[src/rtl/cam_ctrl_if.sv]
// Command/response channel, occupancy status and CAM pin bundle for cam_ctrl.
// The slave modport is the controller; the master modport is the host logic
// together with the CAM instance that answers the cam_* pins.
interface cam_ctrl_if #(
  parameter int SIZE_ADDR = 4
) ();

  // Host command channel
  logic                 cmd_valid;
  logic                 cmd_ready;
  logic [1:0]           cmd_op;
  logic [7:0]           cmd_key;
  logic [SIZE_ADDR-1:0] cmd_idx;

  // Host response channel
  logic                 rsp_valid;
  logic                 rsp_ready;
  logic                 rsp_hit;
  logic [SIZE_ADDR-1:0] rsp_idx;
  logic                 rsp_err;

  // Occupancy status
  logic [SIZE_ADDR:0]   count;
  logic                 full;

  // CAM pins
  logic                 cam_enable;
  logic                 cam_write;
  logic [4:0]           cam_addr;
  logic [7:0]           cam_data;
  logic [4:0]           cam_out;
  logic                 cam_found;

  modport master (
    output cmd_valid, cmd_op, cmd_key, cmd_idx, rsp_ready, cam_out, cam_found,
    input  cmd_ready, rsp_valid, rsp_hit, rsp_idx, rsp_err, count, full,
           cam_enable, cam_write, cam_addr, cam_data
  );

  modport slave (
    input  cmd_valid, cmd_op, cmd_key, cmd_idx, rsp_ready, cam_out, cam_found,
    output cmd_ready, rsp_valid, rsp_hit, rsp_idx, rsp_err, count, full,
           cam_enable, cam_write, cam_addr, cam_data
  );

endinterface

[src/rtl/cam_ctrl.sv]
// Command-side initiator for a 16-entry, 8-bit-key CAM. Accepts lookup,
// insert and delete commands, keeps valid keys unique, allocates the
// lowest free slot, and returns one response per command. Key 0x00 marks a
// free entry, so it can never be looked up or inserted.
module cam_ctrl #(
  parameter int NB_MEM    = 16,
  parameter int SIZE_ADDR = 4
) (
  input  logic        clk,
  input  logic        rst_n,
  cam_ctrl_if.slave   bus
);

  typedef enum logic [2:0] {
    IDLE,
    LOOK,
    SAMP,
    WR,
    RSP
  } state_t;

  typedef enum logic [1:0] {
    OP_LOOKUP = 2'b00,
    OP_INSERT = 2'b01,
    OP_DELETE = 2'b10,
    OP_RSVD   = 2'b11
  } op_t;

  localparam logic [SIZE_ADDR:0] FULL_COUNT = (SIZE_ADDR+1)'(NB_MEM);

  state_t               r_state;
  state_t               w_state_next;

  op_t                  r_op;
  logic [7:0]           r_key;
  logic [SIZE_ADDR-1:0] r_target;
  logic [NB_MEM-1:0]    r_valid;
  logic [SIZE_ADDR:0]   r_count;
  logic                 r_full;
  logic                 r_rsp_hit;
  logic [SIZE_ADDR-1:0] r_rsp_idx;
  logic                 r_rsp_err;

  logic                 w_cmd_err;
  logic                 w_hit;
  logic [SIZE_ADDR-1:0] w_free_idx;
  logic                 w_cmd_ready;
  logic                 w_rsp_valid;
  logic                 w_cam_enable;
  logic                 w_cam_write;
  logic [SIZE_ADDR-1:0] w_cam_addr;
  logic [7:0]           w_cam_data;

  // Reserved opcode, or a zero key on lookup/insert, is rejected at accept.
  assign w_cmd_err = (bus.cmd_op == OP_RSVD) ||
                     ((bus.cmd_op != OP_DELETE) && (bus.cmd_key == 8'h00));

  // A CAM match counts only if it points at an in-range, occupied entry.
  assign w_hit = bus.cam_found &&
                 (bus.cam_out[4:SIZE_ADDR] == '0) &&
                 r_valid[bus.cam_out[SIZE_ADDR-1:0]];

  // Lowest-index free entry: scan downward so the lowest match wins.
  always_comb begin
    w_free_idx = '0;
    for (int i = NB_MEM - 1; i >= 0; i--) begin
      if (!r_valid[i]) w_free_idx = SIZE_ADDR'(i);
    end
  end

  // State register.
  // NOTE: clocked state uses non-blocking (<=) so every flop samples the
  // pre-edge values; blocking here would create order-dependent races.
  always_ff @(posedge clk or negedge rst_n) begin
    if (!rst_n) r_state <= IDLE;
    else        r_state <= w_state_next;
  end

  // Next-state decode and CAM/handshake output decode.
  // NOTE: every signal gets a default before the case so no path leaves it
  // unassigned, which would otherwise infer a latch.
  always_comb begin
    w_state_next = r_state;
    w_cmd_ready  = 1'b0;
    w_rsp_valid  = 1'b0;
    w_cam_enable = 1'b0;
    w_cam_write  = 1'b0;
    w_cam_addr   = '0;
    w_cam_data   = 8'h00;
    case (r_state)
      IDLE: begin
        w_cmd_ready = 1'b1;
        if (bus.cmd_valid) begin
          if (w_cmd_err)                   w_state_next = RSP;
          else if (bus.cmd_op == OP_DELETE) w_state_next = WR;
          else                              w_state_next = LOOK;
        end
      end
      LOOK: begin
        w_cam_enable = 1'b1;
        w_cam_data   = r_key;
        w_state_next = SAMP;
      end
      SAMP: begin
        w_cam_data = r_key;
        if ((r_op == OP_LOOKUP) || w_hit || r_full) w_state_next = RSP;
        else                                         w_state_next = WR;
      end
      WR: begin
        w_cam_write  = 1'b1;
        w_cam_addr   = r_target;
        w_cam_data   = (r_op == OP_INSERT) ? r_key : 8'h00;
        w_state_next = RSP;
      end
      RSP: begin
        w_rsp_valid = 1'b1;
        if (bus.rsp_ready) w_state_next = IDLE;
      end
      default: w_state_next = IDLE;
    endcase
  end

  // Command capture, occupancy tracking and response formation.
  // NOTE: the occupancy vector is only NB_MEM flops, so it is reset directly;
  // that keeps it consistent with the CAM, which clears on the same edge.
  always_ff @(posedge clk or negedge rst_n) begin
    if (!rst_n) begin
      r_op      <= OP_LOOKUP;
      r_key     <= 8'h00;
      r_target  <= '0;
      r_valid   <= '0;
      r_count   <= '0;
      r_full    <= 1'b0;
      r_rsp_hit <= 1'b0;
      r_rsp_idx <= '0;
      r_rsp_err <= 1'b0;
    end else begin
      case (r_state)
        IDLE: begin
          if (bus.cmd_valid) begin
            r_op      <= op_t'(bus.cmd_op);
            r_key     <= bus.cmd_key;
            r_target  <= bus.cmd_idx;
            r_rsp_hit <= 1'b0;
            r_rsp_idx <= '0;
            r_rsp_err <= w_cmd_err;
          end
        end
        SAMP: begin
          if (r_op == OP_LOOKUP) begin
            r_rsp_hit <= w_hit;
            r_rsp_idx <= w_hit ? bus.cam_out[SIZE_ADDR-1:0] : '0;
          end else if (w_hit) begin
            r_rsp_hit <= 1'b1;
            r_rsp_idx <= bus.cam_out[SIZE_ADDR-1:0];
          end else if (r_full) begin
            r_rsp_err <= 1'b1;
          end else begin
            r_target <= w_free_idx;
          end
        end
        WR: begin
          r_rsp_idx <= r_target;
          if (r_op == OP_INSERT) begin
            r_valid[r_target] <= 1'b1;
            r_count           <= r_count + 1'b1;
            r_full            <= ((r_count + 1'b1) == FULL_COUNT);
            r_rsp_hit         <= 1'b0;
          end else begin
            r_valid[r_target] <= 1'b0;
            r_rsp_hit         <= r_valid[r_target];
            if (r_valid[r_target]) begin
              r_count <= r_count - 1'b1;
              r_full  <= 1'b0;
            end
          end
        end
        default: ;
      endcase
    end
  end

  assign bus.cmd_ready  = w_cmd_ready;
  assign bus.rsp_valid  = w_rsp_valid;
  assign bus.rsp_hit    = r_rsp_hit;
  assign bus.rsp_idx    = r_rsp_idx;
  assign bus.rsp_err    = r_rsp_err;
  assign bus.count      = r_count;
  assign bus.full       = r_full;
  assign bus.cam_enable = w_cam_enable;
  assign bus.cam_write  = w_cam_write;
  assign bus.cam_addr   = {1'b0, w_cam_addr};
  assign bus.cam_data   = w_cam_data;

endmodule

[src/flat_wrapper.sv]
// flat-port wrapper written by rule: the top's interface ports become plain ports
module cam_ctrl_flat 
#(
  parameter int NB_MEM    = 16,
  parameter int SIZE_ADDR = 4
)
  (clk, rst_n, bus_cmd_valid, bus_cmd_op, bus_cmd_key, bus_cmd_idx, bus_rsp_ready, bus_cam_out, bus_cam_found, bus_cmd_ready, bus_rsp_valid, bus_rsp_hit, bus_rsp_idx, bus_rsp_err, bus_count, bus_full, bus_cam_enable, bus_cam_write, bus_cam_addr, bus_cam_data);
  cam_ctrl_if #(.SIZE_ADDR(SIZE_ADDR)) bus_i ();
  input  logic clk;
  input  logic rst_n;
  input wire logic [$bits(bus_i.cmd_valid)-1:0] bus_cmd_valid;
  input wire logic [$bits(bus_i.cmd_op)-1:0] bus_cmd_op;
  input wire logic [$bits(bus_i.cmd_key)-1:0] bus_cmd_key;
  input wire logic [$bits(bus_i.cmd_idx)-1:0] bus_cmd_idx;
  input wire logic [$bits(bus_i.rsp_ready)-1:0] bus_rsp_ready;
  input wire logic [$bits(bus_i.cam_out)-1:0] bus_cam_out;
  input wire logic [$bits(bus_i.cam_found)-1:0] bus_cam_found;
  output wire logic [$bits(bus_i.cmd_ready)-1:0] bus_cmd_ready;
  output wire logic [$bits(bus_i.rsp_valid)-1:0] bus_rsp_valid;
  output wire logic [$bits(bus_i.rsp_hit)-1:0] bus_rsp_hit;
  output wire logic [$bits(bus_i.rsp_idx)-1:0] bus_rsp_idx;
  output wire logic [$bits(bus_i.rsp_err)-1:0] bus_rsp_err;
  output wire logic [$bits(bus_i.count)-1:0] bus_count;
  output wire logic [$bits(bus_i.full)-1:0] bus_full;
  output wire logic [$bits(bus_i.cam_enable)-1:0] bus_cam_enable;
  output wire logic [$bits(bus_i.cam_write)-1:0] bus_cam_write;
  output wire logic [$bits(bus_i.cam_addr)-1:0] bus_cam_addr;
  output wire logic [$bits(bus_i.cam_data)-1:0] bus_cam_data;
  assign bus_i.cmd_valid = bus_cmd_valid;
  assign bus_i.cmd_op = bus_cmd_op;
  assign bus_i.cmd_key = bus_cmd_key;
  assign bus_i.cmd_idx = bus_cmd_idx;
  assign bus_i.rsp_ready = bus_rsp_ready;
  assign bus_i.cam_out = bus_cam_out;
  assign bus_i.cam_found = bus_cam_found;
  assign bus_cmd_ready = bus_i.cmd_ready;
  assign bus_rsp_valid = bus_i.rsp_valid;
  assign bus_rsp_hit = bus_i.rsp_hit;
  assign bus_rsp_idx = bus_i.rsp_idx;
  assign bus_rsp_err = bus_i.rsp_err;
  assign bus_count = bus_i.count;
  assign bus_full = bus_i.full;
  assign bus_cam_enable = bus_i.cam_enable;
  assign bus_cam_write = bus_i.cam_write;
  assign bus_cam_addr = bus_i.cam_addr;
  assign bus_cam_data = bus_i.cam_data;
  cam_ctrl #(.NB_MEM(NB_MEM), .SIZE_ADDR(SIZE_ADDR)) u_core (.clk(clk), .rst_n(rst_n), .bus(bus_i));
endmodule
[config.mk]
export PLATFORM = sky130hd
export DESIGN_NAME = cam_ctrl_flat
export DESIGN_NICKNAME = d
export VERILOG_FILES = /design/src/rtl/cam_ctrl_if.sv /design/src/rtl/cam_ctrl.sv /design/src/flat_wrapper.sv
export SDC_FILE = /design/constraint.sdc
export NUM_CORES = 1
export LEC_CHECK = 0
export CAP_MARGIN = 20
export CORE_MARGIN = 2
export CORE_UTILIZATION = 45
export CTS_CLUSTER_DIAMETER = 80
export DETAILED_ROUTE_END_ITERATION = 10
export PLACE_DENSITY_LB_ADDON = 0.05
export SLEW_MARGIN = 20
export SYNTH_ARGS = -nofsm -noshare
export SYNTH_HDL_FRONTEND = slang
export SYNTH_SLANG_ARGS = --single-unit
[constraint.sdc]
create_clock -name clk -period 2 [get_ports clk]
set_clock_uncertainty 0.1 [all_clocks]
set_input_delay 0.4 -clock clk [delete_from_list [all_inputs] [get_ports clk]]
set_output_delay 0.4 -clock clk [all_outputs]
set_load 0.02 [all_outputs]
# [Word-level counts from Yosys, hierarchy flattened]
# Cells that the tools add are included.
[op_classes] add_sub_neg=2 n_mul=0 div_mod_pow=0 order_cmp=3 eq_ne=16 shift=0 n_mux=60 bitwise_logic=4 reduce_logical=20
[op_table] operator="two-way mux 4 bit" n=25
[op_table] operator="two-way mux 1 bit" n=17
[op_table] operator="bitwise AND 16 bit" n=1
[op_table] operator="two-way mux 16 bit" n=1
[op_table] operator="inverter 16 bit" n=1
[op_table] operator="OR 16 bit" n=1
[op_table] operator="case mux 8 bit (2 select lines)" n=1
[op_table] operator="case mux 3 bit (5 select lines)" n=1
[op_table] operator="two-way mux 3 bit" n=4
[op_table] operator="!= test 2 bit (second input constant)" n=6
[op_table] operator="case mux 4 bit (3 select lines)" n=1
[op_table] operator="< comparator 4 x 5 -> 1 bit (second input constant)" n=2
[op_table] operator="two-way mux 5 bit" n=2
[op_table] operator="AND reduction 5 bit" n=2
[op_table] operator="binary-select mux 1 bit (select 4 bit)" n=2
[op_table] operator="logical NOT 8 bit" n=1
[op_table] operator="two-way mux 8 bit" n=1
[op_table] operator="case mux 4 bit (2 select lines)" n=1
[op_table] operator="== test 3 x 2 -> 1 bit (second input constant)" n=2
[op_table] operator="AND reduction 2 bit" n=3
[op_table] operator="adder 5 x 1 -> 5 bit (second input constant)" n=1
[op_table] operator="== test 5 bit (second input constant)" n=1
[op_table] operator="subtractor 5 x 1 -> 5 bit (second input constant)" n=1
[op_table] operator="demux 1 bit (select 4 bit)" n=1
[op_table] operator="other kinds (19)" n=26
[word_totals] register_bits=45 latchBits=0 ram_bits=0 rom_bits=0 input_bits=24 out_inout_bits=29 wordCells=115 mem_count=0

# [Logic depth before layout (Yosys ltp)]
# Gate-level depths: netlist of run 1.
[depth] word_depth=20 depth_mapped=7 mapped_depth_nobuf=6

# [Worst setup path before layout of run 1]
# OpenSTA, ideal clock, no wires.
[synth_path] kind="register -> register" start="register u_core.r_state[1]" end="register u_core.r_target[0]" setup_ns=0.125 t_arrival_ns=2.174 t_required_ns=1.775 setup_slack_ns=-0.399 path_stages_with_launch=6 n_path_buf=1 period_less_slack_ns=2.399 path_cell_list="dfrtp_1 clkbuf_1 nor3_1 nand2_1 a22o_2 mux2_4"
[synth_between] elab_chain_len=3 elab_cells_between_ends=9 classes_between="5 x eq/ne; 1 x mux; 3 x reduce/logical"
[synth_rtl] item="from (decl)" line="cam_ctrl.sv:31" rtl="state_t r_state;"
[synth_rtl] item="from (signal assigned)" line="cam_ctrl.sv:76" rtl="else r_state <= w_state_next;"
[synth_rtl] item="== test 3 x 2 -> 1 bit / logical NOT 3 bit (equally long branches)" line="cam_ctrl.sv:138" rtl="case (r_state)"
[synth_rtl] item="!= test 2 bit (no source line) / nonzero test 2 bit (equally long branches)"
[synth_rtl] item="AND reduction 5 bit (no source line)"
[synth_rtl] item="to (signal assigned)" line="cam_ctrl.sv:143" rtl="r_target <= bus.cmd_idx;"
[synth_rtl] item="to (signal assigned)" line="cam_ctrl.sv:159" rtl="r_target <= w_free_idx;"
[synth_rtl] item="to (decl)" line="cam_ctrl.sv:36" rtl="logic [SIZE_ADDR-1:0] r_target;"
# Parallel ways exist; a longest one is shown, timed or not.
# A chain may end at the register's enable or synchronous reset.

# [Worst setup path in the final report of run 1]
[layout_path] start="register u_core.r_target[0]" end="register u_core.r_full, in the netlist u_core.bus.full"
[layout_between] elab_chain_len=4
[layout_rtl] item="binary-select mux 1 bit (select 4 bit)" line="cam_ctrl.sv:172" rtl="if (r_valid[r_target]) begin"
[layout_rtl] item="two-way mux 1 bit (implied by the code)" line="cam_ctrl.sv:172"
[layout_rtl] item="nonzero test 2 bit (no source line)"
[layout_rtl] item="AND reduction 2 bit (no source line)"
[layout_rtl] item="to (signal assigned)" line="cam_ctrl.sv:167" rtl="r_full <= ((r_count + 1'b1) == FULL_COUNT);"
[layout_rtl] item="to (decl)" line="cam_ctrl.sv:39" rtl="logic r_full;"
# Every way passes these cells. The select of a mux whose other input is x is not followed.

==> flow_results.xml, run 1 <==
<?xml version="1.0" encoding="UTF-8"?>
<metrics>
  <group name="run_status">
    <metric name="status" unit="">finished with violations</metric>
    <metric name="failed_checks" unit="">negative setup slack</metric>
  </group>
  <group name="logic_synthesis">
    <metric name="post-synth-top-area-cell" unit="">sky130_fd_sc_hd__dfrtp_1</metric>
    <metric name="synth_common_cells" unit="">sky130_fd_sc_hd__nand2_1 (54), sky130_fd_sc_hd__dfrtp_1 (45), sky130_fd_sc_hd__mux2_2 (21)</metric>
    <metric name="ys_seq_elements" unit="">45</metric>
    <metric name="post_synth_instance_area" unit="um^2">2790</metric>
    <metric name="synth_simple_gate_area_share" unit="%">21.7</metric>
    <metric name="area_share_of_fa_ha_maj_cells_after_synthesis" unit="%">1.35</metric>
    <metric name="most_used_standard_cell_by_instance_count_after_synthesis" unit="">sky130_fd_sc_hd__nand2_1</metric>
    <metric name="synth_mux_area_share" unit="%">19.0</metric>
    <metric name="postSynth.topFlopCell" unit="">sky130_fd_sc_hd__dfrtp_1</metric>
    <metric name="synth.net_count" unit="">316</metric>
    <metric name="synthesis.area_per_instance" unit="um^2">9.65</metric>
    <metric name="synth.yosys.seq_area_share" unit="%">40.4</metric>
    <metric name="ys_async_rst_share" unit="%">100</metric>
    <metric name="synth_top_family_by_area" unit="">simple AND/OR/NAND/NOR gates</metric>
    <metric name="synth.area.top_cells" unit="">sky130_fd_sc_hd__dfrtp_1 (40%), sky130_fd_sc_hd__mux2_2 (8.5%), sky130_fd_sc_hd__nand2_1 (7.3%)</metric>
    <metric name="ys_types" unit="">48</metric>
    <metric name="synth_cells" unit="">289</metric>
    <metric name="synth_compound_area_share" unit="%">11.6</metric>
    <metric name="synth_xor_area_share" unit="%">2.20</metric>
    <metric name="yosys.area.top_type_share" unit="%">40.4</metric>
    <metric name="yosys_warnings" unit="">0</metric>
    <metric name="synth-edff-count" unit="">0</metric>
  </group>
  <group name="worst_setup_path">
    <metric name="end_kind" unit="">flop</metric>
    <metric name="crit_path_top_delay_cell" unit="">sky130_fd_sc_hd__mux4_2</metric>
    <metric name="critPathArrivalTime" unit="ns">2.41</metric>
    <metric name="start_point_of_the_critical_path" unit="">u_core.r_target[0]$_DFFE_PN0P_</metric>
    <metric name="crit_path_cell_trace" unit="">mux4_2 -&gt; mux4_2 -&gt; o21ai_4 -&gt; buf_4 -&gt; nand2_1 -&gt; o31ai_1</metric>
    <metric name="critPathMaxStageDelay" unit="ns">0.55</metric>
    <metric name="critical_setup_path_class" unit="">reg2reg</metric>
    <metric name="cp_num_buf_inv" unit="">1</metric>
    <metric name="critical-path-top-cell-by-count" unit="">sky130_fd_sc_hd__mux4_2</metric>
    <metric name="worstPathMaxFanout" unit="">7</metric>
    <metric name="kind_of_start_point_of_the_critical_path" unit="">flop</metric>
    <metric name="worstPathRequired" unit="ns">2.12</metric>
    <metric name="timing.critical_path.max_delay_family" unit="">multiplexers</metric>
    <metric name="r2r_start" unit="">u_core.r_target[0]$_DFFE_PN0P_</metric>
  </group>
  <group name="layout">
    <metric name="syn2layout_area_growth" unit="%">53.6</metric>
    <metric name="fraction_of_final_layout_cells_sized_beyond_drive_strength_1" unit="%">43.5</metric>
    <metric name="n_fill_cell" unit="">434</metric>
    <metric name="design.final.nets" unit="">440</metric>
    <metric name="antenna_cells_inserted" unit="">0</metric>
    <metric name="design_area" unit="um^2">4290</metric>
  </group>
  <group name="power">
    <metric name="ir_drop" unit="V">0.000718</metric>
    <metric name="power_switching_share" unit="%">39.0</metric>
    <metric name="cellLeakagePower" unit="nW">2.10</metric>
    <metric name="internal_power" unit="mW">3.20</metric>
    <metric name="seq_power_share" unit="%">30.3</metric>
    <metric name="power_per_cell_area" unit="nW/um^2">1220</metric>
    <metric name="power_frac_clock" unit="%">13.5</metric>
    <metric name="combPwrFrac" unit="%">56.2</metric>
    <metric name="switching_power" unit="mW">2.04</metric>
    <metric name="total_power" unit="mW">5.24</metric>
  </group>
  <group name="hold_path">
    <metric name="hold_path_class" unit="">reg2reg</metric>
    <metric name="launch_point_of_the_worst_hold_path" unit="">u_core.r_key[3]$_DFFE_PN0P_</metric>
  </group>
  <group name="detailed_routing">
    <metric name="postRouteAntennaNets" unit="">0</metric>
    <metric name="wl" unit="mm">7.60</metric>
    <metric name="vias_per_cell" unit="">5.30</metric>
    <metric name="overall_via_count_from_detail_route" unit="">2593</metric>
    <metric name="detail_route.first_pass.iterations" unit="">4</metric>
    <metric name="average_wire_per_cell_in_the_routed_design" unit="um">15.5</metric>
    <metric name="drt_drc_violations_left" unit="">0</metric>
    <metric name="initial_drc_count" unit="">67</metric>
  </group>
  <group name="grt">
    <metric name="grt_pass1_vias" unit="">2447</metric>
    <metric name="initial_antenna_violation_count" unit="">0</metric>
    <metric name="grt_pass1_wl" unit="mm">11.8</metric>
    <metric name="pin_count_of_the_biggest_net_entering_global_routing" unit="">27</metric>
    <metric name="gr-usage-all-layers" unit="%">23.0</metric>
    <metric name="grt_remaining_overflow" unit="">0</metric>
  </group>
  <group name="clocking">
    <metric name="cts-buffers-inserted" unit="">5</metric>
    <metric name="htreeDepth" unit="">2</metric>
    <metric name="cts.sinks" unit="">45</metric>
    <metric name="clk_transition_reported_paths" unit="ns">0.09</metric>
    <metric name="root_buffer" unit="">sky130_fd_sc_hd__clkbuf_8</metric>
    <metric name="cts-root-to-sink-buffers" unit="">2</metric>
    <metric name="clock_insertion_delay_at_the_later_pin_of_the_skew_report" unit="ns">0.31</metric>
    <metric name="clock_tree_from_tritoncts" unit="">built</metric>
  </group>
  <group name="timing">
    <metric name="post-route-min-period" unit="ns">2.28</metric>
    <metric name="report.final.slew_viol_count" unit="">0</metric>
    <metric name="fin_tns_setup" unit="ns">-3.34</metric>
    <metric name="timing.max_slew.rel_slack" unit="%">65.6</metric>
    <metric name="setup-violations-final" unit="">25</metric>
    <metric name="tightestPinTransition" unit="ns">0.517</metric>
    <metric name="rsz0062_at_grt" unit="">yes</metric>
    <metric name="fin_crit_sh" unit="%">114</metric>
    <metric name="max_clock_freq" unit="MHz">438</metric>
    <metric name="final_hold_violation_count" unit="">0</metric>
    <metric name="timing.hold.ws" unit="ns">0.390</metric>
    <metric name="layout_setup_ws" unit="ns">-0.283</metric>
  </group>
  <group name="job">
    <metric name="timing.max_cap.violations" unit="">0</metric>
  </group>
  <group name="placed_design">
    <metric name="gp_congestion" unit="">0.865</metric>
    <metric name="placedInstanceArea" unit="um^2">3830</metric>
    <metric name="place.detailed.hpwl" unit="mm">5.63</metric>
    <metric name="place.port_buffers" unit="">51</metric>
  </group>
  <group name="floorplanning">
    <metric name="core-area" unit="um^2">5960</metric>
    <metric name="die-area" unit="um^2">6850</metric>
    <metric name="die_h" unit="um">82.7</metric>
    <metric name="fp-row-count" unit="">28</metric>
    <metric name="floorplan.io_pins" unit="">53</metric>
    <metric name="initial_core_util" unit="%">46.8</metric>
    <metric name="die_width" unit="um">82.7</metric>
  </group>
</metrics>
==> worst paths after layout <==
path,slack [ns],endpoint,depth (start not counted)
min reg2reg,0.39,u_core.r_key[3]$_DFFE_PN0P_,2
max,-0.28,u_core.bus.full$_DFFE_PN0P_,6
max reg2reg,-0.28,u_core.bus.full$_DFFE_PN0P_,6
min in group asynchronous,0.49,u_core.r_state[2]$_DFFE_PN0P_,2
min,0.39,u_core.r_key[3]$_DFFE_PN0P_,2
max in group asynchronous,0.79,u_core.bus.count[2]$_DFFE_PN0P_,3
==> what timing repair did <==
item / 4_1_cts / 5_1_grt
setup endpoints to repair: 37 / 41
gates resized for setup: 110 / 43
pin swaps: 18 / 18
hold buffers: 1 / 0
buffers inserted: 13 / 5
endpoints found under the hold margin: 19 / 0
==> power by group through the flow <==
stage               sequential [mW]  clock (mW)  combinational [mW]
finish                         1.59       0.708                2.94
global route                   1.64       0.758                3.18
CTS                            1.58       0.722                2.78
detailed placement             1.59           0                2.61
global placement               1.58           0                2.58
floorplan                      1.58           0                1.42
==> kinds of logic (layout without fill, tap and decap cells) <==
group,count (synthesis),after routing
other,1,1
AOI/OAI and AO/OA,43,43
xor gates and xnor gates,7,7
buffers and inverters,24,149
muxes,38,38
DFF,45,45
adders and majority gates,3,3
and+or+nand+nor,128,128
==> per-layer routing <==
metal,up-vias,wire length [um],GRT usage [%]
met1,1254,3380,30.2
li1,1265,-,-
met4,0,161,7.21
met5,-,0,0
met2,59,3670,38.6
met3,15,392,4.24
==> per-stage QoR <==
| stage | utilization, % | worst slack [ns] | cells |
|---|---|---|---|
| floorplan | - | -0.133 | 289 |
| global placement | 64.3 | -0.835 | 464 |
| detailed placement | 64.3 | -0.870 | 464 |
| CTS | 69.3 | -0.274 | 485 |
| global route | 72.0 | -0.373 | 489 |
| finish | 72.0 | -0.283 | 489 |
==> worst min-delay path, cell delays in order, from the launching register on <==
cell and delay (ns):
sky130_fd_sc_hd__dfrtp_1 0.35, sky130_fd_sc_hd__nand2_1 0.05, sky130_fd_sc_hd__nand2_1 0.06
==> cells in the final DEF (no fill, tap or decap), drive strengths merged, types with 3 or more instances in the layout <==
| master | n |
|---|---|
| mux2 | 25 |
| mux2i | 6 |
| nor2 | 19 |
| nor3 | 7 |
| clkbuf | 6 |
| nor2b | 5 |
| nor4 | 4 |
| clkdlybuf4s50 | 25 |
| buf | 95 |
| nand4 | 3 |
| a21o | 6 |
| dfrtp | 45 |
| xor2 | 5 |
| mux4 | 7 |
| a21oi | 5 |
| inv | 9 |
| and2 | 14 |
| dlymetal6s2s | 3 |
| nand3 | 9 |
| dlygate4sd2 | 6 |
| a31oi | 5 |
| ha | 3 |
| a41oi | 3 |
| o21ai | 9 |
| nand2b | 6 |
| nand2 | 54 |
| o211ai | 3 |
==> layout make-up <==
| cell class | count | area, um^2 | area share (%) |
|---|---|---|---|
| Clock inverter | 3 | 46.3 | 1.08 |
| Clock buffer | 5 | 68.8 | 1.61 |
| Multi-Input combinational cell | 220 | 1760 | 41.1 |
| Inverter | 9 | 33.8 | 0.788 |
| Tap cell | 75 | 93.8 | 2.19 |
| Timing Repair Buffer | 132 | 1150 | 26.9 |
| Sequential cell | 45 | 1130 | 26.4 |
No activity file was read; power rests on OpenSTA's default activity.
==> inputs of run 2 (changes only) <==
--- a/config.mk
+++ b/config.mk
@@ -15,3 +15,4 @@
 export SYNTH_ARGS = -nofsm -noshare
 export SYNTH_HDL_FRONTEND = slang
 export SYNTH_SLANG_ARGS = --single-unit
+export TNS_END_PERCENT = 50
==> run 2 against run 1 <==
Non-clock buffer count fell by 8. First-iteration DRC count up 69%. The run still ends with negative setup slack left. Register-to-register slack about the same. Hold slack lost 0.013 ns. Global-route usage is 0.59 points higher. Total power down 3.8%. Via count is 1.7% lower. Largest power group unchanged. Sequential share of layout area rose by 1.1 points. Largest cell class unchanged.
==> flow_results.xml, run 2 (synthesis results as in run 1) <==
<?xml version="1.0" encoding="UTF-8"?>
<metrics>
  <group name="clocking">
    <metric name="cts.sinks" unit="">45</metric>
    <metric name="cts-root-to-sink-buffers" unit="">2</metric>
    <metric name="clock_insertion_delay_at_the_later_pin_of_the_skew_report" unit="ns">0.30</metric>
    <metric name="root_buffer" unit="">sky130_fd_sc_hd__clkbuf_8</metric>
    <metric name="clk_transition_reported_paths" unit="ns">0.08</metric>
    <metric name="htreeDepth" unit="">2</metric>
    <metric name="cts-buffers-inserted" unit="">5</metric>
    <metric name="clock_tree_from_tritoncts" unit="">built</metric>
  </group>
  <group name="detailed_routing">
    <metric name="overall_via_count_from_detail_route" unit="">2549</metric>
    <metric name="detail_route.first_pass.iterations" unit="">4</metric>
    <metric name="average_wire_per_cell_in_the_routed_design" unit="um">15.7</metric>
    <metric name="vias_per_cell" unit="">5.30</metric>
    <metric name="drt_drc_violations_left" unit="">0</metric>
    <metric name="wl" unit="mm">7.54</metric>
    <metric name="initial_drc_count" unit="">113</metric>
    <metric name="postRouteAntennaNets" unit="">0</metric>
  </group>
  <group name="floorplanning">
    <metric name="fp-row-count" unit="">28</metric>
    <metric name="initial_core_util" unit="%">46.8</metric>
    <metric name="core-area" unit="um^2">5960</metric>
    <metric name="die_width" unit="um">82.7</metric>
    <metric name="floorplan.io_pins" unit="">53</metric>
    <metric name="die_h" unit="um">82.7</metric>
    <metric name="die-area" unit="um^2">6850</metric>
  </group>
  <group name="worst_setup_path">
    <metric name="critical_setup_path_class" unit="">reg2reg</metric>
    <metric name="worst-r2r-setup-slack" unit="ns">-0.30</metric>
    <metric name="kind_of_start_point_of_the_critical_path" unit="">flop</metric>
    <metric name="end_of_the_worst_register_to_register_path" unit="">u_core.bus.count[2]$_DFFE_PN0P_</metric>
    <metric name="worstPathMaxFanout" unit="">7</metric>
    <metric name="critPathArrivalTime" unit="ns">2.39</metric>
    <metric name="r2r_cells" unit="">5</metric>
    <metric name="worstPathRequired" unit="ns">2.09</metric>
    <metric name="r2r_start" unit="">u_core.r_target[0]$_DFFE_PN0P_</metric>
    <metric name="end_kind" unit="">flop</metric>
  </group>
  <group name="timing">
    <metric name="fin_tns_setup" unit="ns">-2.45</metric>
    <metric name="post-route-min-period" unit="ns">2.30</metric>
    <metric name="layout_setup_ws" unit="ns">-0.297</metric>
    <metric name="max_clock_freq" unit="MHz">435</metric>
    <metric name="final_hold_violation_count" unit="">0</metric>
    <metric name="report.final.slew_viol_count" unit="">0</metric>
    <metric name="setup-violations-final" unit="">19</metric>
    <metric name="fin_crit_sh" unit="%">115</metric>
    <metric name="rsz0062_at_grt" unit="">yes</metric>
  </group>
  <group name="layout">
    <metric name="antenna_cells_inserted" unit="">0</metric>
    <metric name="fraction_of_final_layout_cells_sized_beyond_drive_strength_1" unit="%">39.9</metric>
    <metric name="syn2layout_area_growth" unit="%">47.5</metric>
    <metric name="layout_commonest_cell" unit="">sky130_fd_sc_hd__buf_4</metric>
    <metric name="layout.cells.most_common_list" unit="">sky130_fd_sc_hd__buf_4 (72), sky130_fd_sc_hd__nand2_1 (54), sky130_fd_sc_hd__dfrtp_1 (43)</metric>
    <metric name="design.final.nets" unit="">432</metric>
  </group>
  <group name="placed_design">
    <metric name="gp_congestion" unit="">0.944</metric>
    <metric name="place.port_buffers" unit="">51</metric>
    <metric name="place.detailed.hpwl" unit="mm">5.69</metric>
  </group>
  <group name="power">
    <metric name="ir_drop" unit="V">0.000845</metric>
    <metric name="cellLeakagePower" unit="nW">1.98</metric>
    <metric name="power_per_cell_area" unit="nW/um^2">1230</metric>
    <metric name="total_power" unit="mW">5.04</metric>
  </group>
  <group name="grt">
    <metric name="gr-usage-all-layers" unit="%">23.6</metric>
    <metric name="initial_antenna_violation_count" unit="">0</metric>
    <metric name="grt_pass1_wl" unit="mm">12.0</metric>
    <metric name="pin_count_of_the_biggest_net_entering_global_routing" unit="">30</metric>
    <metric name="grt_pass1_vias" unit="">2468</metric>
    <metric name="grt_remaining_overflow" unit="">0</metric>
  </group>
  <group name="hold_path">
    <metric name="hold_depth" unit="">2</metric>
    <metric name="launch_point_of_the_worst_hold_path" unit="">u_core.r_key[6]$_DFFE_PN0P_</metric>
    <metric name="hold_path_class" unit="">reg2reg</metric>
    <metric name="hold_path_end" unit="">u_core.r_key[6]$_DFFE_PN0P_</metric>
  </group>
  <group name="run_status">
    <metric name="status" unit="">finished with violations</metric>
    <metric name="failed_checks" unit="">negative setup slack</metric>
  </group>
  <group name="job">
    <metric name="timing.max_cap.violations" unit="">0</metric>
  </group>
</metrics>
run 2: metrics by stage:
stage	utilization [%]	instance area, um^2	worst slack (ns)	cells	hold WS (ns)
after detailed placement	64.2	3820	-0.858	463	0.264
after CTS	66.3	3950	-0.321	475	0.378
final	69.1	4120	-0.297	481	0.377
after floorplan	-	2820	-0.133	289	0.00441
after global placement	64.2	3820	-0.782	463	0.253
after global routing	69.1	4120	-0.384	481	0.405
run 2: layer usage:
metal,global-route usage [%],share of wire (%),up-vias,wire length [um]
met5,0,0,-,0
met4,6.56,1.5,0,110
met1,30.7,45,1223,3410
met3,4.24,4.1,10,311
met2,40.4,49,60,3710
li1,-,-,1256,-
run 2: report_power, final:
part           switching [mW]  leakage [nW]  internal (mW)
clock                   0.311        0.0450          0.243
combinational            1.34          1.34           1.57
sequential              0.345         0.590           1.24
run 2: how the worst max path moves through the flow:
stage	slack (ns)	startpoint	cells past startpoint	to
2_1_floorplan	-0.13	bus_cam_out[0]	6	u_core.r_target[0]$_DFFE_PN0P_
3_3_place_gp	-0.78	bus_cam_out[0]	6	u_core.r_target[3]$_DFFE_PN0P_
3_5_place_dp	-0.86	bus_cam_out[0]	7	u_core.r_state[2]$_DFFE_PN0P_
4_1_cts	-0.32	u_core.r_target[0]$_DFFE_PN0P_	5	u_core.bus.count[2]$_DFFE_PN0P_
5_1_grt	-0.38	u_core.r_target[0]$_DFFE_PN0P_	6	u_core.bus.count[1]$_DFFE_PN0P_
6_report	-0.30	u_core.r_target[0]$_DFFE_PN0P_	5	u_core.bus.count[2]$_DFFE_PN0P_
run 2: timing repair:
item	in CTS	in global routing
gates resized for setup	87	41
endpoints found under the setup margin	35	40
hold buffers	1	0
pin swaps	9	9
hold endpoints to repair	16	0
buffers inserted	4	6
run 2: worst max-delay path, cell delays in order (launching register included):
cell                      delay, ns
sky130_fd_sc_hd__dfrtp_2       0.50
sky130_fd_sc_hd__mux4_2        0.55
sky130_fd_sc_hd__mux4_2        0.55
sky130_fd_sc_hd__o21ai_4       0.25
sky130_fd_sc_hd__nor2_1        0.10
sky130_fd_sc_hd__xor2_1        0.14
run 2: layout make-up:
cell class              count  area (um^2)
clock buffers               6         72.6
repair buffers            124         1060
flip-flops and latches     45         1130
well taps                  75         93.8
inverters                   9         33.8
multi-input cells         220         1720
clock inverters             2         10.0
fillers                   488         1840
